## src/rtl/manchester_xnor_decoder.sv

```systemverilog
// -----------------------------------------------------------------------------
// manchester_xnor_decoder
//
// Receiver for an XNOR-encoded Manchester line (line = bit_clock XNOR data):
// every bit shows its true value in the first half-bit and its complement in
// the second, so a falling mid-bit transition decodes as 1 and a rising one
// as 0. The line is oversampled with clk, the decoder locks to the mid-bit
// transitions and reassembles words MSB-first into a one-entry valid/ready
// output register.
//
// Parameters
//    OVS    clk samples per bit period (even, >= 4)
//    WIDTH  data bits per frame
//
// Ports
//    clk         system clock, all state on the rising edge
//    rst_n       asynchronous active-low reset
//    line_in     raw Manchester line, asynchronous to clk
//    data_ready  consumer takes data_out when high together with data_valid
//    data_out    last decoded word
//    data_valid  data_out holds an unconsumed word
//    frame_err   one-cycle pulse: frame aborted on a missing mid-bit edge
//    overrun     one-cycle pulse: completed word dropped, register was full
//    parity_err  one-cycle pulse: parity mismatch, word dropped
//
// Build option
//    MANCH_PARITY_EN  frame carries an even-parity bit after the data bits;
//                     undefined: frame is WIDTH bits and parity_err stays 0
// -----------------------------------------------------------------------------
module manchester_xnor_decoder #(
   parameter int OVS   = 8,
   parameter int WIDTH = 8
) (
   input  logic             clk,
   input  logic             rst_n,
   input  logic             line_in,
   input  logic             data_ready,
   output logic [WIDTH-1:0] data_out,
   output logic             data_valid,
   output logic             frame_err,
   output logic             overrun,
   output logic             parity_err
);

`ifdef MANCH_PARITY_EN
   localparam int NBITS = WIDTH + 1;
`else
   localparam int NBITS = WIDTH;
`endif
   localparam int CNT_MAX   = (3 * OVS) / 2;
   localparam int WIN_LO    = (3 * OVS) / 4;
   localparam int IDLE_NEED = 2 * OVS;
   localparam int CW        = $clog2(CNT_MAX + 1);
   localparam int EW        = CW + 1;
   localparam int IW        = $clog2(IDLE_NEED + 1);
   localparam int BW        = $clog2(NBITS + 1);

   localparam logic [CW-1:0] CNT_MAX_V = CW'(CNT_MAX);

   typedef enum logic [1:0] {
      IDLE  = 2'd0,
      ARMED = 2'd1,
      RECV  = 2'd2
   } state_t;

`ifdef MANCH_PARITY_EN
   // Odd number of ones across data plus parity bit means the even-parity check failed.
   function automatic logic parity_bad(input logic [NBITS-1:0] v);
      return ^v;
   endfunction
`endif

   logic             sync1_r;
   logic             sync2_r;
   logic             prev_r;
   state_t           state_r;
   logic [CW-1:0]    cnt_r;
   logic [IW-1:0]    idle_cnt_r;
   logic [BW-1:0]    bitcnt_r;
   logic [NBITS-1:0] sr_r;

   logic             edge_s;
   logic             fall_s;
   logic [EW-1:0]    elapsed_s;
   logic             in_win_s;
   logic             last_bit_s;
   logic [NBITS-1:0] sr_next_s;
   logic [WIDTH-1:0] word_s;
   logic             par_bad_s;

   // Two-flop synchronizer plus previous-sample register for edge detection.
   always_ff @(posedge clk or negedge rst_n) begin
      if (!rst_n) begin
         sync1_r <= 1'b0;
         sync2_r <= 1'b0;
         prev_r  <= 1'b0;
      end else begin
         sync1_r <= line_in;
         sync2_r <= sync1_r;
         prev_r  <= sync2_r;
      end
   end

   // Edge classification, acceptance window and the word being completed.
   always_comb begin
      edge_s     = sync2_r ^ prev_r;
      fall_s     = prev_r & ~sync2_r;
      // cnt_r was cleared on the clock that accepted the previous edge, so
      // the sample distance to that edge is one more than the register.
      elapsed_s  = {1'b0, cnt_r} + {{CW{1'b0}}, 1'b1};
      in_win_s   = (elapsed_s >= EW'(WIN_LO)) && (elapsed_s < EW'(CNT_MAX));
      last_bit_s = (bitcnt_r == BW'(NBITS - 1));
      sr_next_s  = {sr_r[NBITS-2:0], fall_s};
`ifdef MANCH_PARITY_EN
      word_s     = sr_next_s[NBITS-1:1];
      par_bad_s  = parity_bad(sr_next_s);
`else
      word_s     = sr_next_s;
      par_bad_s  = 1'b0;
`endif
   end

   // Receive FSM with registered output register and error pulses.
   always_ff @(posedge clk or negedge rst_n) begin
      if (!rst_n) begin
         state_r    <= IDLE;
         cnt_r      <= {CW{1'b0}};
         idle_cnt_r <= {IW{1'b0}};
         bitcnt_r   <= {BW{1'b0}};
         sr_r       <= {NBITS{1'b0}};
         data_out   <= {WIDTH{1'b0}};
         data_valid <= 1'b0;
         frame_err  <= 1'b0;
         overrun    <= 1'b0;
         parity_err <= 1'b0;
      end else begin
         frame_err  <= 1'b0;
         overrun    <= 1'b0;
         parity_err <= 1'b0;
         // Consumption; a load later in this block takes precedence.
         if (data_valid && data_ready) begin
            data_valid <= 1'b0;
         end
         case (state_r)
            IDLE: begin
               cnt_r <= {CW{1'b0}};
               if (!sync2_r) begin
                  idle_cnt_r <= {IW{1'b0}};
               end else if (idle_cnt_r == IW'(IDLE_NEED - 1)) begin
                  idle_cnt_r <= {IW{1'b0}};
                  state_r    <= ARMED;
               end else begin
                  idle_cnt_r <= idle_cnt_r + IW'(1);
               end
            end
            ARMED: begin
               if (edge_s) begin
                  if (fall_s) begin
                     state_r  <= RECV;
                     cnt_r    <= {CW{1'b0}};
                     bitcnt_r <= {BW{1'b0}};
                  end else begin
                     state_r <= IDLE;
                  end
               end
            end
            RECV: begin
               if (edge_s && in_win_s) begin
                  sr_r     <= sr_next_s;
                  bitcnt_r <= bitcnt_r + BW'(1);
                  cnt_r    <= {CW{1'b0}};
                  if (last_bit_s) begin
                     state_r    <= IDLE;
                     idle_cnt_r <= {IW{1'b0}};
                     if (par_bad_s) begin
                        parity_err <= 1'b1;
                     end else if (data_valid && !data_ready) begin
                        overrun <= 1'b1;
                     end else begin
                        data_out   <= word_s;
                        data_valid <= 1'b1;
                     end
                  end
               end else if (cnt_r == CNT_MAX_V) begin
                  // No mid-bit edge within 1.5 bit periods: abort the frame.
                  frame_err  <= 1'b1;
                  state_r    <= IDLE;
                  idle_cnt_r <= {IW{1'b0}};
               end else begin
                  cnt_r <= cnt_r + CW'(1);
               end
            end
            default: begin
               state_r <= IDLE;
            end
         endcase
      end
   end

endmodule

```

## config.mk

```make
export PLATFORM = sky130hd
export DESIGN_NAME = manchester_xnor_decoder
export DESIGN_NICKNAME = d
export VERILOG_FILES = /design/src/rtl/manchester_xnor_decoder.sv
export SDC_FILE = /design/constraint.sdc
export NUM_CORES = 1
export LEC_CHECK = 0
export ABC_AREA = 1
export BUFFER_PORTS_ARGS = -buffer_cell sky130_fd_sc_hd__buf_2
export CAP_MARGIN = 30
export CORE_ASPECT_RATIO = 0.5
export CORE_UTILIZATION = 28
export CTS_CLUSTER_DIAMETER = 120
export CTS_CLUSTER_SIZE = 20
export DETAILED_ROUTE_END_ITERATION = 8
export SLEW_MARGIN = 25
export SYNTH_ARGS = -nofsm -noshare
export SYNTH_HDL_FRONTEND = slang
export SYNTH_SLANG_ARGS = --single-unit
```

## constraint.sdc

```tcl
create_clock -name clk -period 2.7 [get_ports clk]
set_input_delay 0.27 -clock clk [delete_from_list [all_inputs] [get_ports clk]]
set_output_delay 0.27 -clock clk [all_outputs]
set_load 0.03 [all_outputs]
```

Word level (Yosys, flattened, before mapping)
Index checks and enable logic that the tools add are counted.
- add/sub/neg operators: 4
- multipliers: 0
- div/mod/pow operators: 0
- magnitude comparators: 2
- eq/ne operators: 13
- shift-type cells: 0
- mux-type cells: 33
- bitwise gates (word level): 4
- reduce and logical (&&, ||, !) cells: 15
- operators with widths (kind ; number):
    5-bit 2-to-1 mux ; 5
    4-bit 2-to-1 mux ; 5
    2-bit 2-to-1 mux ; 7
    1-bit 2-to-1 mux ; 12
    4-bit one-hot mux with 3 select lines ; 1
    4-bit AND reduction ; 3
    2-bit != test, second input constant ; 5
    5-bit one-hot mux with 2 select lines ; 1
    3-bit != test, second input constant ; 3
    4-bit by 1-bit adder with 4-bit output, second input constant ; 2
    4-bit one-hot mux with 2 select lines ; 1
    2-bit one-hot mux with 3 select lines ; 1
    4-bit by 1-bit adder with 5-bit output, second input constant ; 1
    5-bit by 1-bit adder with 5-bit output, second input constant ; 1
    5-bit by 4-bit equality test with 1-bit output, second input constant ; 1
    5-bit by 3-bit >= comparator with 1-bit output, second input constant ; 1
    5-bit by 4-bit less-than comparator with 1-bit output, second input constant ; 1
    5-bit AND reduction ; 1
    4-bit by 3-bit equality test with 1-bit output, second input constant ; 1
    4-bit equality test, second input constant ; 1
    1-bit logical AND ; 4
    2-bit nonzero test ; 2
    3-bit AND reduction ; 1
    3-bit nonzero test ; 1
    other kinds (8) ; 9
- flip-flop bits (word level): 36
- bits in latches: 0
- RAM bits: 0
- ROM bits: 0
- input port bits: 4
- output and inout bits: 12
- word-level logic and storage cells: 83
- memories: 0

Longest topological paths before layout
Gate-level depths: netlist of the first run.
- depth after elaboration: 6
- mapped depth: 12
- depth with buffers taken out: 12

Worst setup path before layout of the first run
No wires, ideal clock.
- path kind: register -> register
- start: register cnt_r[0]
- end: register data_out[3]
- setup time: 0.118 ns
- data arrival time: 1.578 ns
- required time: 2.582 ns
- slack: 1.005 ns
- stages on the path, launching flop included: 13
- path buffers: 1
- period minus slack after synthesis: 1.695 ns
- cell sequence: dfrtp_1 inv_1 ha_1 nor2_1 inv_1 nand2_1 nand2_2 nand3_2 nor2_4 nand3_4 buf_6 nand2_2 o21ai_2
- word-level cells in the longest chain between the ends: 5
- elaborated cells on any way between the ends: 6
- classes of those cells: 1 x add/sub; 2 x order compare; 3 x reduce/logical
- RTL lines (item ; line ; text):
    start: declaration ; 77 ; logic [CW-1:0] cnt_r;
    start signal: assignment ; 127 ; cnt_r <= {CW{1'b0}};
    start signal: assignment ; 146 ; cnt_r <= {CW{1'b0}};
    start signal: assignment ; 160 ; cnt_r <= {CW{1'b0}};
    4-bit by 1-bit adder with 5-bit output (*) ; 110 ; elapsed_s = {1'b0, cnt_r} + {{CW{1'b0}}, 1'b1};
    5-bit by 3-bit >= comparator with 1-bit output or 5-bit by 4-bit less-than comparator with 1-bit output (tied branches) ; 111 ; in_win_s = (elapsed_s >= EW'(WIN_LO)) && (elapsed_s < EW'(CNT_MAX));
    1-bit logical AND (*) ; 111 ;
    1-bit logical AND (*) ; 168 ; if (edge_s && in_win_s) begin
    4-bit AND reduction (no source line) (*) ; - ;
    end signal: assignment ; 131 ; data_out <= {WIDTH{1'b0}};
    end signal: assignment ; 180 ; data_out <= word_s;
    end: declaration ; 38 ; output logic [WIDTH-1:0] data_out,
Mark *: on every way between the ends. The rest lies on a longest branch, timed or not.
A chain may end at the register's enable or synchronous reset.

Final worst setup path of the first run
- start: register cnt_r[0]
- end: register data_out[1]
The elaborated chain is that of the path after synthesis.

==> results of run 1 <==
## path summary, 6_finish.rpt
path / from / end / depth (start not counted)
worst min register to register: sync1_r / sync2_r / 0
worst max-delay path: cnt_r[0] / data_out[1] / 12
worst max register to register: cnt_r[0] / data_out[1] / 12
min in group clk: line_in / sync1_r / 1
max in group asynchronous: rst_n / cnt_r[3] / 1
worst min-delay path: rst_n / data_out[6] / 1
## report_power, final
group / internal (mW) / switching (mW) / total, mW
clock network: 0.339 / 0.211 / 0.550
logic: 0.0735 / 0.150 / 0.223
registers: 0.578 / 0.0452 / 0.623
total: 0.991 / 0.406 / 1.40
## layout make-up
| type | instances | share of cell area [%] |
|---|---|---|
| Sequential cell | 36 | 43.8 |
| Multi-Input combinational cell | 146 | 36.1 |
| Clock buffer | 5 | 6.08 |
| Tap cell | 88 | 5.35 |
| Inverter | 24 | 4.38 |
| Timing Repair Buffer | 14 | 3.40 |
| Clock inverter | 3 | 0.912 |
## layer usage
metal	vias up	share of wire (%)	wire length (microns)	track usage (%)
met5	-	0	0	0
met4	0	1.3	40	4.45
met3	5	2.4	73	3.40
met2	17	44	1320	15.8
met1	608	53	1600	13.2
li1	697	-	-	-
## logic make-up after synthesis
group	count (synthesis)	share of synthesized area, %
AND/OR/NAND/NOR	121	31.1
flip-flops	36	50.6
buffers and inverters	29	7.66
AO/OA/AOI/OAI	16	5.27
adder cells (fa/ha/maj)	6	4.22
XOR/XNOR	2	0.984
other	1	0.211
## synth_stat cells
| cell | number | area [sq um] |
|---|---|---|
| sky130_fd_sc_hd__nand2_2 | 5 | 31.3 |
| sky130_fd_sc_hd__nor3_1 | 1 | 5.00 |
| sky130_fd_sc_hd__a21oi_1 | 2 | 10.0 |
| sky130_fd_sc_hd__xnor2_1 | 1 | 8.76 |
| sky130_fd_sc_hd__nand3_1 | 18 | 90.1 |
| sky130_fd_sc_hd__nand3_4 | 1 | 17.5 |
| sky130_fd_sc_hd__xor2_1 | 1 | 8.76 |
| sky130_fd_sc_hd__buf_2 | 1 | 5.00 |
| sky130_fd_sc_hd__nor2_1 | 17 | 63.8 |
| sky130_fd_sc_hd__nand4_1 | 8 | 50.1 |
| sky130_fd_sc_hd__a21boi_0 | 1 | 7.51 |
| sky130_fd_sc_hd__inv_1 | 23 | 86.3 |
| sky130_fd_sc_hd__nor2_2 | 1 | 6.26 |
| sky130_fd_sc_hd__o21ai_0 | 8 | 40.0 |
| sky130_fd_sc_hd__o21ai_1 | 2 | 10.0 |
| sky130_fd_sc_hd__buf_4 | 1 | 7.51 |
| sky130_fd_sc_hd__ha_1 | 6 | 75.1 |
| sky130_fd_sc_hd__buf_6 | 3 | 33.8 |
| sky130_fd_sc_hd__dfrtp_1 | 36 | 901 |
| sky130_fd_sc_hd__inv_2 | 1 | 3.75 |
| sky130_fd_sc_hd__nand2_1 | 66 | 248 |
| sky130_fd_sc_hd__nand3_2 | 3 | 30.0 |
| sky130_fd_sc_hd__o21ai_2 | 3 | 26.3 |
| sky130_fd_sc_hd__nor2_4 | 1 | 11.3 |
| sky130_fd_sc_hd__conb_1 | 1 | 3.75 |
## flip-flops by register name, indices dropped and copies added (netlist names), 2 cells and up
signal,flops
data_out,8
state_r,2
idle_cnt_r,5
sr_r,7
bitcnt_r,4
cnt_r,4
## layout by cell type (no fill, tap or decap)
cell type / synthesis / final
sky130_fd_sc_hd__a21boi_0: 1 / 1
sky130_fd_sc_hd__a21oi_1: 2 / 2
sky130_fd_sc_hd__buf_2: 1 / 14
sky130_fd_sc_hd__clkbuf_16: 0 / 5
sky130_fd_sc_hd__clkinv_2: 0 / 2
sky130_fd_sc_hd__clkinv_4: 0 / 1
sky130_fd_sc_hd__conb_1: 1 / 1
sky130_fd_sc_hd__dfrtp_1: 36 / 36
sky130_fd_sc_hd__ha_1: 6 / 6
sky130_fd_sc_hd__inv_1: 23 / 23
sky130_fd_sc_hd__inv_2: 1 / 1
sky130_fd_sc_hd__nand2_1: 66 / 66
sky130_fd_sc_hd__nand2_2: 5 / 5
sky130_fd_sc_hd__nand3_1: 18 / 18
sky130_fd_sc_hd__nand3_2: 3 / 3
sky130_fd_sc_hd__nand3_4: 1 / 1
sky130_fd_sc_hd__nand4_1: 8 / 8
sky130_fd_sc_hd__nor2_1: 17 / 17
sky130_fd_sc_hd__nor2_2: 1 / 1
sky130_fd_sc_hd__nor2_4: 1 / 1
sky130_fd_sc_hd__nor3_1: 1 / 1
sky130_fd_sc_hd__o21ai_0: 8 / 8
sky130_fd_sc_hd__o21ai_1: 2 / 2
sky130_fd_sc_hd__o21ai_2: 3 / 3
sky130_fd_sc_hd__xnor2_1: 1 / 1
sky130_fd_sc_hd__xor2_1: 1 / 1
## critical path: cells and delay by family (launching register included)
| kind | cells | cell delay (ps) |
|---|---|---|
| fa+ha+maj | 1 | 280 |
| buf+inv | 2 | 270 |
| flops | 1 | 460 |
| simple gates | 9 | 1080 |
==> flow_summary_export.csv, run 1 <==
group,metric,value,unit
global_route,globalRouteOverflowTotal,0,
status,status,"finished, final reports clean",
clocking,cts_made_buffers,5,
logic_synthesis,synthesis.area,0.00178,sq mm
global_route,grt_pass1_vias,1175,
clocking,ctsHoldBuffers,0,
logic_synthesis,synth-warning-count,0,
logic_synthesis,synth_seq_area_share,50.6,%
die,io-pin-count,16,
clocking,cts.path.max_buffers,2,
timing,hold_viol,0,
clocking,htreeDepth,2,
placement,dp_worst_setup_slack,542,ps
cells_and_area,fin_util,33.7,%
timing,sum_of_negative_setup_slack,0,ps
placement,gp_routability_congestion,0.779,
timing,max_slew_margin,48.8,%
clocking,number_of_instances_resized_during_post_cts_repair,0,
timing,timing.hold.ws,63.6,ps
cells_and_area,final_cell_area,0.00206,sq mm
clocking,clkLatencyLatePin,280,ps
setup_path,worst-r2r-setup-slack,520,ps
cells_and_area,antenna-diode-count,0,
setup_path,worst_path_largest_cell_delay,460,ps
global_route,grt_pass1_wl,5240,microns
clocking,clock_tree.root_cell,"sky130_fd_sc_hd__clkbuf_16",
cells_and_area,post_route_cells_drive_above_1_share,16.2,%
route,route.vias.total,1327,
logic_synthesis,synth_area_per_cell,8.44,sq um
setup_path,crit_path_max_fanout,16,
cells_and_area,sequential_cell_area,901,sq um
pwr,power_leakage,1.08,nW
timing,max_freq,458,MHz
timing,fin_ws,517,ps
clocking,setup_fix_buffers_added_after_clock_tree_synthesis,0,
global_route,grt_use_total,10.2,%
logic_synthesis,ys_seq_elements,36,
setup_path,ordered_cell_list_for_the_critical_path,"ha_1, inv_1, nand2_1, nand2_1, nand2_1, nand2_2, nand3_2, nor2_4, nand3_4, inv_1, nand2_1, nand2_1",
logic_synthesis,syn_inst,211,
global_route,antenna_violations_before_repair,0,
placement,port_buffer_count,14,
clocking,cts_tree,"yes",
cells_and_area,multiInputGateArea,743,sq um
die,die_height,58.4,microns
die,design.die.area,0.00670,sq mm
route,drc,0,
setup_path,setup.worst_path.start_class,"register",
placement,detailed_place_hpwl,2160,microns
setup_path,crit_path_frequent_cell,"sky130_fd_sc_hd__nand2_1",
clocking,clock-sinks,36,
global_route,pin_count_of_the_biggest_net_entering_global_routing,37,
timing,setup_repair_after_global_routing_missed_its_margin,"no",
timing,timing.final.max_slew_violations,0,
placement,post-place-cells,308,
flow_run,drv_cap,0,
setup_path,worst-endpoint-required,2910,ps
setup_path,setup.worst_path.class,"register to register",
worst_hold_path,worstHoldPathType,"primary input to asynchronous set/reset pin",
route,post_drt_wl_per_cell,9.61,microns
route,route.final.wire_length,3040,microns
die,core-area,0.00611,sq mm
timing,worst_slew_pin_slew,768,ps
pwr,design_power_total,1.40,mW
timing,setup_viol,0,
die,placementRows,20,
route,drtAntennaViolNets,0,
cells_and_area,layout.cells.non_filler,316,
clocking,clk_pin_slew,60,ps
timing,layout_min_cycle_time,2180,ps
cells_and_area,layout_stage_area_growth_over_the_synthesis_result,15.6,%
setup_path,arrival_worst_endpoint,2390,ps
timing,period_share,80.8,%
die,chipWidth,115,microns
route,drt_iter0_drc,54,
logic_synthesis,net_count_after_synthesis,221,
cells_and_area,layout.filler_cells,650,
pwr,p_per_area,678,mW/mm^2
route,drt-vias-per-instance,4.20,
logic_synthesis,yosysUniqueCellTypes,25,
setup_path,critical-path-slowest-cell,"sky130_fd_sc_hd__dfrtp_1",
setup_path,worstSetupEndpointType,"register",
pwr,max-vdd-ir-drop,0.218,mV
die,initial_core_util,29.2,%
timing,worst_clock_skew,6.70,ps
cells_and_area,layout.nets,237,
route,first_pass_iters,4,
placement,placement.cell_area,0.00191,sq mm
No activity file was read; power rests on OpenSTA's default activity.
==> inputs of run 2 (changes only) <==
clock period = 1.9 ns   (was 2.7 ns; I/O delays follow)
==> run 2 against run 1 <==
The run now ends with hold timing left. Critical path depth did not move. Power is 62% higher. Design area is 11% higher. Sequential power is 42% higher. Utilization increased by 3.7 points. Count of clock-buffer cells in the layout is the same. Via count up 11%.
==> flow_summary_export.csv, run 2 (synthesis results as in run 1) <==
group,metric,value,unit
status,status,"finished, violations left",
status,violated_checks,"hold timing",
cells_and_area,layout_stage_area_growth_over_the_synthesis_result,28.3,%
die,design.die.area,0.00670,sq mm
pwr,combinationalPowerShare,19.6,%
cells_and_area,layout.nets,253,
timing,sum_of_negative_setup_slack,0,ps
setup_path,setup.worst_path.class,"register to register",
setup_path,worst_path_largest_cell_delay,420,ps
route,first_pass_iters,6,
worst_hold_path,worstHoldPathType,"primary input to asynchronous set/reset pin",
placement,post-place-cells,320,
route,drt_iter0_drc,86,
timing,setup_viol,0,
pwr,p_per_area,987,mW/mm^2
clocking,ctsHoldBuffers,0,
setup_path,crit_path_frequent_cell,"sky130_fd_sc_hd__nand2_2",
global_route,globalRouteOverflowTotal,0,
cells_and_area,layout.cells.most_common_list,"sky130_fd_sc_hd__nand2_1, sky130_fd_sc_hd__dfrtp_1, sky130_fd_sc_hd__inv_1",
global_route,grt_use_total,11.8,%
setup_path,arrival_worst_endpoint,1980,ps
pwr,clkPwrFrac,41.1,%
die,initial_core_util,29.2,%
cells_and_area,antenna-diode-count,0,
placement,port_buffer_count,14,
die,die_height,58.4,microns
clocking,clock-sinks,36,
route,route.final.wire_length,3530,microns
timing,max_slew_margin,46.2,%
global_route,grt_pass1_vias,1391,
cells_and_area,layout.cells.non_filler,332,
setup_path,worst-r2r-setup-slack,90,ps
clocking,clk_pin_slew,60,ps
timing,worst_clock_skew,5.76,ps
timing,timing.final.max_slew_violations,0,
pwr,seq_power_share,39.2,%
cells_and_area,max_ffs_per_register,8,
pwr,switching_share,28.2,%
global_route,grt_use_met1,14.3,%
timing,timing.hold.ws,-6.96,ps
route,drtAntennaViolNets,0,
cells_and_area,regMostFlops,"data_out",
cells_and_area,post_route_cells_drive_above_1_share,29.1,%
timing,period_share,95.2,%
clocking,cts.path.max_buffers,2,
setup_path,worst_setup_path_startpoint,"cnt_r[1]",
global_route,most_crowded_layer_after_global_routing,"met2",
pwr,max-vdd-ir-drop,0.325,mV
pwr,power_leakage,1.16,nW
setup_path,ordered_cell_list_for_the_critical_path,"inv_2, ha_4, nor2_2, inv_1, nand2_1, nand2_2, nand3_4, nor2_4, buf_6, clkinvlp_4, nand2_2, o21ai_1",
global_route,antenna_violations_before_repair,0,
timing,setup_repair_after_global_routing_missed_its_margin,"yes",
route,drc,0,
placement,gp_routability_congestion,0.778,
cells_and_area,layout_top_registers,"data_out x8, sr_r x7, idle_cnt_r x5",
global_route,pin_count_of_the_biggest_net_entering_global_routing,37,
clocking,clock_tree.root_cell,"sky130_fd_sc_hd__clkbuf_16",
global_route,grt_pass1_wl,6090,microns
timing,layout_min_cycle_time,1810,ps
cells_and_area,commonest_non_fill_non_tap_cell_in_the_layout,"sky130_fd_sc_hd__nand2_1",
setup_path,worstRegToRegCells,12,
setup_path,crit_path_max_fanout,8,
die,io-pin-count,16,
global_route,met2_layer_usage_reported_by_global_route,19.4,%
clocking,htreeDepth,2,
die,core-area,0.00611,sq mm
global_route,use_met3,4.22,%
die,placementRows,20,
die,chipWidth,115,microns
timing,worst_slew_pin_slew,808,ps
route,route.vias.total,1472,
setup_path,timing.rr.start,"cnt_r[1]",
flow_run,drv_cap,0,
pwr,netSwitchingPower,635,uW
clocking,clkLatencyLatePin,280,ps
setup_path,worst-endpoint-required,2070,ps
placement,detailed_place_hpwl,2460,microns
timing,max_freq,553,MHz
route,drt-vias-per-instance,4.43,
setup_path,critical-path-slowest-cell,"sky130_fd_sc_hd__dfrtp_2",
route,post_drt_wl_per_cell,10.6,microns
pwr,power.internal,1.62,mW
clocking,cts_made_buffers,5,
clocking,cts_tree,"yes",
setup_path,setup.worst_path.start_class,"register",
timing,hold_viol,7,
setup_path,worstSetupEndpointType,"register",
run 2: changes by cell type in the layout (fill, tap and decap cells not counted), moves of 3 or more:
cell,delta
sky130_fd_sc_hd__inv_1,-6
sky130_fd_sc_hd__ha_1,-3
sky130_fd_sc_hd__inv_2,+5
sky130_fd_sc_hd__buf_4,+15
sky130_fd_sc_hd__ha_4,+3
sky130_fd_sc_hd__nand3_1,-3
run 2: layout make-up:
class | count | area (sq um)
timing repair buffer | 30 | 194
fill | 621 | 3820
multi-input combinational | 146 | 816
clock inverter | 3 | 42.5
tap | 88 | 110
sequential | 36 | 903
inverter | 24 | 93.8
clock buffer | 5 | 125
run 2: through the flow:
step	hold WS [ps]	power [mW]	instance area (sq um)	setup WS (ps)	utilization, %
after detailed placement	302	1.28	2000	107	32.8
final	-6.96	2.26	2280	91.9	37.4
after global routing	7.99	2.39	2280	-34.6	37.4
after global placement	301	1.27	2000	134	32.8
after CTS	9.04	2.22	2170	80.6	35.6
after floorplan	-106	1.13	1780	205	-
run 2: power groups by stage:
stage	Clock [mW]	Sequential (mW)	Combinational, mW
2_1_floorplan	0	0.885	0.248
3_3_place_gp	0	0.883	0.386
3_5_place_dp	0	0.888	0.395
4_1_cts	0.949	0.874	0.397
5_1_grt	0.990	0.893	0.510
6_report	0.928	0.885	0.443
run 2: metal layers:
layer	share of wire, %	vias to the layer above	wire length, microns
li1	-	736	-
met1	46	693	1620
met2	47	32	1660
met3	4.7	11	165
met4	2.3	0	81
met5	0	-	0
run 2: repair_timing:
action                                  4_1_cts  5_1_grt
gates resized for setup                       0       21
setup buffers                                 0        4
endpoints found under the setup margin        0       20
run 2: path summary, 6_finish.rpt:
path / to
setup / recovery: sr_r[5]
max in group asynchronous: cnt_r[0]
hold reg to reg: sync2_r
hold / removal: sr_r[2]
setup reg to reg: sr_r[5]
min in group clk: sync1_r
run 2: critical path: cells and delay by family (launching register included):
kind	cells	cell delay, ps
compound gates	1	60
fa+ha+maj	1	270
buf+inv	4	420
flops	1	420
simple gates	6	520
==> inputs of run 3 (changes only) <==
CTS_BUF_LIST = sky130_fd_sc_hd__clkbuf_8   (was default)
==> run 3 against run 2 <==
The flow still finishes with violations (hold timing). Wire length grew 0.11%. Die area did not move. Sequential cell count did not move. Power fell by 11%.
==> flow_summary_export.csv, run 3 (synthesis results as in run 1) <==
group,metric,value,unit
setup_path,worstRegToRegCells,12,
cells_and_area,layout_stage_area_growth_over_the_synthesis_result,24.9,%
cells_and_area,max_ffs_per_register,8,
route,drt_iter0_drc,79,
setup_path,arrival_worst_endpoint,1990,ps
clocking,clkLatencyLatePin,300,ps
placement,detailed_place_hpwl,2460,microns
flow_run,drv_cap,0,
timing,period_share,94.7,%
die,placementRows,20,
route,drt-vias-per-instance,4.44,
cells_and_area,layout.filler_cells,630,
setup_path,timing.rr.start,"cnt_r[1]",
clocking,clk_pin_slew,80,ps
cells_and_area,antenna-diode-count,0,
pwr,p_per_area,902,mW/mm^2
clocking,clock-sinks,36,
placement,placement.cell_area,0.00200,sq mm
setup_path,crit_path_max_fanout,8,
route,post_drt_wl_per_cell,10.6,microns
route,drtAntennaViolNets,0,
clocking,cts.path.max_buffers,2,
pwr,power_leakage,1.14,nW
clocking,clock_tree.root_cell,"sky130_fd_sc_hd__clkbuf_8",
cells_and_area,layout.cells.non_filler,332,
cells_and_area,regMostFlops,"data_out",
setup_path,worst-endpoint-required,2090,ps
placement,post-place-cells,320,
global_route,antenna_violations_before_repair,0,
die,io-pin-count,16,
global_route,grt_pass1_vias,1415,
route,route.final.wire_length,3530,microns
route,first_pass_iters,4,
timing,worst_clock_skew,7.19,ps
global_route,pin_count_of_the_biggest_net_entering_global_routing,37,
timing,timing.final.max_slew_violations,0,
timing,max_freq,556,MHz
cells_and_area,layout.nets,253,
status,status,"finished, violations left",
cells_and_area,fin_util,36.4,%
worst_hold_path,worstHoldPathType,"primary input to asynchronous set/reset pin",
clocking,cts_tree,"yes",
timing,max_slew_margin,46.7,%
die,design.die.area,0.00670,sq mm
die,core-area,0.00611,sq mm
setup_path,worst-r2r-setup-slack,100,ps
setup_path,worst_setup_path_startpoint,"cnt_r[1]",
die,die_height,58.4,microns
timing,setup_viol,0,
global_route,grt_pass1_wl,6080,microns
setup_path,setup.worst_path.start_class,"register",
die,initial_core_util,29.2,%
timing,fin_ws,100,ps
clocking,cts_made_buffers,5,
route,drc,0,
timing,hold_viol,36,
global_route,globalRouteOverflowTotal,0,
cells_and_area,commonest_non_fill_non_tap_cell_in_the_layout,"sky130_fd_sc_hd__nand2_1",
global_route,grt_use_total,11.6,%
timing,layout_min_cycle_time,1800,ps
status,violated_checks,"hold timing",
timing,worst_slew_pin_slew,799,ps
cells_and_area,final_cell_area,0.00222,sq mm
cells_and_area,layout_top_registers,"data_out x8, sr_r x7, idle_cnt_r x5",
setup_path,worstSetupEndpointType,"register",
cells_and_area,layout.cells.most_common_list,"sky130_fd_sc_hd__nand2_1, sky130_fd_sc_hd__dfrtp_1, sky130_fd_sc_hd__inv_1",
placement,port_buffer_count,14,
setup_path,setup.worst_path.class,"register to register",
placement,dp_worst_setup_slack,107,ps
die,chipWidth,115,microns
placement,gp_routability_congestion,0.778,
setup_path,worstReg2RegEnd,"bitcnt_r[1]",
timing,timing.hold.ws,-28.0,ps
route,route.vias.total,1474,
cells_and_area,post_route_cells_drive_above_1_share,27.9,%
setup_path,cp-endpoint,"bitcnt_r[1]",
clocking,htreeDepth,2,
pwr,max-vdd-ir-drop,0.296,mV
[run 3: cell count changes in the layout (fill, tap and decap cells not counted)]
cell,delta
sky130_fd_sc_hd__a21oi_1,+1
sky130_fd_sc_hd__a21oi_2,-1
sky130_fd_sc_hd__buf_4,-1
sky130_fd_sc_hd__clkbuf_16,-5
sky130_fd_sc_hd__clkbuf_8,+5
sky130_fd_sc_hd__dlygate4sd3_1,+1
sky130_fd_sc_hd__nand2_1,+1
sky130_fd_sc_hd__nand2_2,-1
[run 3: where the power goes]
part	internal, mW	total [mW]	switching, mW
logic	0.183	0.446	0.263
clock network	0.388	0.675	0.287
registers	0.822	0.885	0.0627
total	1.39	2.01	0.613
[run 3: per-stage QoR]
| stage | setup TNS (ps) | hold slack [ps] | total power [mW] |
|---|---|---|---|
| after global placement | 0 | 301 | 1.27 |
| final | 0 | -28.0 | 2.01 |
| after floorplan | 0 | -106 | 1.13 |
| after global routing | -32.4 | 44.9 | 2.13 |
| after CTS | 0 | 3.96 | 1.97 |
| after detailed placement | 0 | 302 | 1.28 |
[run 3: area by class of cell]
class / instances / area [sq um] / area share (%)
Clock inverter: 3 / 42.5 / 1.91
Clock buffer: 5 / 68.8 / 3.09
Tap cell: 88 / 110 / 4.95
Inverter: 24 / 93.8 / 4.22
Timing Repair Buffer: 30 / 196 / 8.83
Sequential cell: 36 / 903 / 40.6
Multi-Input combinational cell: 146 / 810 / 36.4
[run 3: how the worst min path moves through the flow]
stage | start | endpoint | slack, ps | cells after the start
3_3_place_gp | line_in | sync1_r | 300 | 1
6_report | rst_n | data_out[2] | -30 | 1
4_1_cts | rst_n | sr_r[2] | 4 | 1
2_1_floorplan | rst_n | bitcnt_r[0] | -110 | 0
5_1_grt | rst_n | data_out[6] | 40 | 1
3_5_place_dp | line_in | sync1_r | 300 | 1
[run 3: repair_timing]
item,4_1_cts,5_1_grt
endpoints found under the hold margin,1,0
gates resized for setup,0,19
setup endpoints to repair,0,20
setup buffers,0,3
hold buffers,1,0
[run 3: worst max-delay path, cell delays in order (launching register included)]
cell and delay, ps:
sky130_fd_sc_hd__dfrtp_2 420, sky130_fd_sc_hd__inv_2 70, sky130_fd_sc_hd__ha_4 270, sky130_fd_sc_hd__nor2_2 40
sky130_fd_sc_hd__inv_1 50, sky130_fd_sc_hd__nand2_1 50, sky130_fd_sc_hd__nand2_2 70, sky130_fd_sc_hd__nand3_4 80
sky130_fd_sc_hd__nor2_4 170, sky130_fd_sc_hd__buf_6 150, sky130_fd_sc_hd__clkinvlp_4 150, sky130_fd_sc_hd__nand3_2 100
sky130_fd_sc_hd__nand2_1 60
[run 3: per-layer routing]
layer | wire length, microns | track usage (%)
met2 | 1700 | 19.7
met4 | 74 | 6.86
met3 | 95 | 2.37
met1 | 1660 | 13.9
met5 | 0 | 0
